## config.mk

```make
export PLATFORM = sky130hd
export DESIGN_NAME = par_posl_adder
export DESIGN_NICKNAME = d
export VERILOG_FILES = /design/src/rtl/par_posl_adder.sv
export SDC_FILE = /design/constraint.sdc
export NUM_CORES = 1
export LEC_CHECK = 0
export ABC_AREA = 1
export ABC_CLOCK_PERIOD_IN_PS = 10350
export BUFFER_PORTS_ARGS = -buffer_cell sky130_fd_sc_hd__buf_2
export CORE_AREA = 2 2 48 50
export DETAILED_ROUTE_END_ITERATION = 8
export DIE_AREA = 0 0 50 52
export MAX_ROUTING_LAYER = met4
export PLACE_DENSITY = 0.76
export SLEW_MARGIN = 10
export SYNTH_ARGS = -nofsm -noshare
export SYNTH_HDL_FRONTEND = slang
export SYNTH_SLANG_ARGS = --single-unit
```

## constraint.sdc

```tcl
create_clock -name CLK_i -period 10.35 [get_ports CLK_i]
set_input_delay 1.5525 -clock CLK_i [delete_from_list [all_inputs] [get_ports CLK_i]]
set_output_delay 1.5525 -clock CLK_i [all_outputs]
set_load 0.05 [all_outputs]
```

## src/rtl/par_posl_adder.sv

```systemverilog
// W-bit ripple-carry adder built from a chain of one-bit full-adder cells,
// with the sum and carry-out captured in an output register (1-cycle latency).

module par_posl_fa (
   input  logic i_a,
   input  logic i_b,
   input  logic i_c,
   output logic o_s,
   output logic o_c
);

   assign o_s = i_a ^ i_b ^ i_c;
   assign o_c = (i_a & i_b) | (i_a & i_c) | (i_b & i_c);

endmodule

module par_posl_adder #(
   parameter int W = 16
) (
   input  logic         CLK_i,
   input  logic         rst_i,
   input  logic [W-1:0] A,
   input  logic [W-1:0] B,
   input  logic         C_in,
   output logic [W-1:0] S,
   output logic         C_out
);

   logic [W:0]   w_carry;
   logic [W-1:0] w_sum;
   logic [W-1:0] r_sum;
   logic         r_carry;

   assign w_carry[0] = C_in;

   // Explicit cell chain keeps the carry path visible as C_in -> c[W].
   for (genvar i = 0; i < W; i++) begin : g_cell
      par_posl_fa u_fa (
         .i_a (A[i]),
         .i_b (B[i]),
         .i_c (w_carry[i]),
         .o_s (w_sum[i]),
         .o_c (w_carry[i+1])
      );
   end

   // NOTE: non-blocking assignments so every register samples the pre-edge values.
   always_ff @(posedge CLK_i) begin
      if (rst_i) begin
         r_sum   <= '0;
         r_carry <= 1'b0;
      end else begin
         r_sum   <= w_sum;
         r_carry <= w_carry[W];
      end
   end

   assign S     = r_sum;
   assign C_out = r_carry;

endmodule

```

==> metrics.cfg <==
[worst_setup_path]
path_class = in -> reg
crit_slowest_cell = fa_1
path_delay_family = adder cells
path_buf_inv = 4
path_cells = buf_2 -> inv_1 -> fa_1 -> inv_1 -> fa_1 -> fa_1 -> fa_1 -> fa_1 -> fa_1 -> fa_1 -> fa_1 -> fa_1 -> fa_1 -> fa_1 -> fa_1 -> fa_1 -> fa_1 -> fa_1 -> inv_1 -> fa_1 -> nor2_1
cp_max_fo = 1
end_kind = register
crit_path_start_kind = input pin
path_common_cell = fa_1
cp.required_ns = 10.58
arrival_ns = 7.97
crit_path_start = B[0]
max_stage_delay_ns = 0.41
cp-endpoint = S[15]$_SDFF_PP0_
cp.depth = 21

[synth]
synth.avg_cell_area_um2 = 11.4
yosys_warnings = 0
synth_fp_nets = 124
ys_ff_latch = 17
synth_area_um2 = 830
ys_seq_area_frac = 0.410
synthCells = 73
ys_types = 6

[sta]
period_needed_ns = 7.74
maxSlewViolCount = 0
fin_tns_setup_ns = 0
worst_pin_slew_ns = 0.294
relSlewSlack = 0.804
fin_crit_sh = 0.748
rsz0062_at_grt = no
fmax_ghz = 0.129
finalHoldViolCount = 0
setup_violations = 0

[power_and_ir_drop]
power_uw = 177
power_density_mw_per_mm2 = 158
cellLeakagePower_nw = 0.636
p_seq_frac = 0.425
pwr-share-clk = 0.193
switchingPower_uw = 69.0
swShare = 0.390
p_int_uw = 108
ir_drop_v = 0.0000683
pwr-share-comb = 0.383

[clock_network]
cts-root-buf = clkbuf_4
cts_resized = 0
cts.reportedPaths.clkPinSlew_ns = 0.10
cts_setup_buffers = 0
hold_buffers = 0
cts_buffers = 3
clock-sinks = 17
cts_tree = yes
htreeDepth = 1
clock_path_buffers = 2

[drt]
met3_length_um = 129
drc = 0
dr_total_vias = 585
vias_per_cell = 3.80
detail-route-antenna-nets = 0
drtIter0Drc = 4
drt_wl_total_um = 1420
met2_length_um = 711
top_layer = met4
wl_per_cell_um = 9.20
drt-met1-wl_um = 563
firstDrtPassIters = 3

[placement]
hpwlAfterDp_um = 1250
port_buffers = 51
finalWeightedCongestion = 0.629

[final_layout]
final_common_cell = buf_2
final_util = 0.532
synthToLayoutAreaGrowth_pct = 35.1
fin_nets = 178
final_cell_mix = buf_2 (51), inv_1 (21), dfxtp_1 (17), nor2_1 (17), fa_1 (16)
layout-drive-gt1-share = 0.437
insertedDiodeCount = 0

[global_routing]
grt_pass1_wl_um = 2390
antenna_found_initial = 0
grt_usage = 0.129
grt_pass1_vias = 585
grt_max_degree = 18
grt-ovfl-total = 0

[floorplanning]
core.rowCount = 17
start_util = 0.394
die_x_um = 50
die_h_um = 52
coreArea_mm2 = 0.00211
io_pins = 52
fp.dieArea_mm2 = 0.00260

[job]
cap_violations = 0

[status]
status = completed

[hold_path]
hp-class = in -> reg

[synthesized netlist by cell type, drive strengths merged]
master,count,area share
fa,16,0.39
dfxtp,17,0.41
inv,21,0.095
buf,2,0.032
nor2,17,0.077
[layout make-up]
| type | count | area (um2) |
|---|---|---|
| repair buffers | 51 | 255 |
| inverters | 21 | 78.8 |
| flip-flops and latches | 17 | 340 |
| clock inverters | 1 | 5.00 |
| fillers | 188 | 985 |
| multi-input cells | 33 | 384 |
| clock buffers | 3 | 22.5 |
| well taps | 28 | 35.0 |
[routing by layer]
metal,up-vias,global-route usage
met1,249,0.152
met2,31,0.204
met4,0,0.0694
li1,303,-
met3,2,0.0316
met5,-,-
[kinds of logic (layout without fill, tap and decap cells)]
kind of cell  Yosys count  after routing  synth area share
fa+ha+maj              16             16             0.386
simple gates           17             17            0.0769
flops                  17             17             0.410
buf+inv                23             76             0.127
[state kept, by name (all words and copies together), names as in the netlist]
signal and count:
C_out 1, S 16
[stage by stage]
| step | cells | instance area, um2 | hold slack (ns) | setup slack, ns |
|---|---|---|---|---|
| finish | 154 | 1120 | 1.62 | 2.61 |
| CTS | 154 | 1120 | 1.61 | 2.58 |
| detailed placement | 150 | 1090 | 1.92 | 2.28 |
| floorplan | 73 | 830 | 1.74 | 2.66 |
| global route | 154 | 1120 | 1.62 | 2.30 |
| global placement | 150 | 1090 | 1.91 | 2.37 |
[power groups by stage]
stage | clock (mW) | sequential, mW | combinational [mW]
after global placement | 0 | 0.0767 | 0.0667
after global routing | 0.0383 | 0.0759 | 0.0753
after CTS | 0.0362 | 0.0753 | 0.0688
after detailed placement | 0 | 0.0769 | 0.0686
after floorplan | 0 | 0.107 | 0.0187
final | 0.0341 | 0.0752 | 0.0678
[how the worst min path moves through the flow]
stage / cells after the start / start / endpoint / slack (ns)
final: 2 / rst_i / S[0]$_SDFF_PP0_ / 1.62
after global routing: 2 / rst_i / S[0]$_SDFF_PP0_ / 1.62
after CTS: 2 / rst_i / S[11]$_SDFF_PP0_ / 1.61
after detailed placement: 2 / rst_i / S[0]$_SDFF_PP0_ / 1.92
after global placement: 2 / rst_i / S[10]$_SDFF_PP0_ / 1.91
after floorplan: 2 / rst_i / S[10]$_SDFF_PP0_ / 1.74
Note: power is estimated with default switching activity, not from simulation.
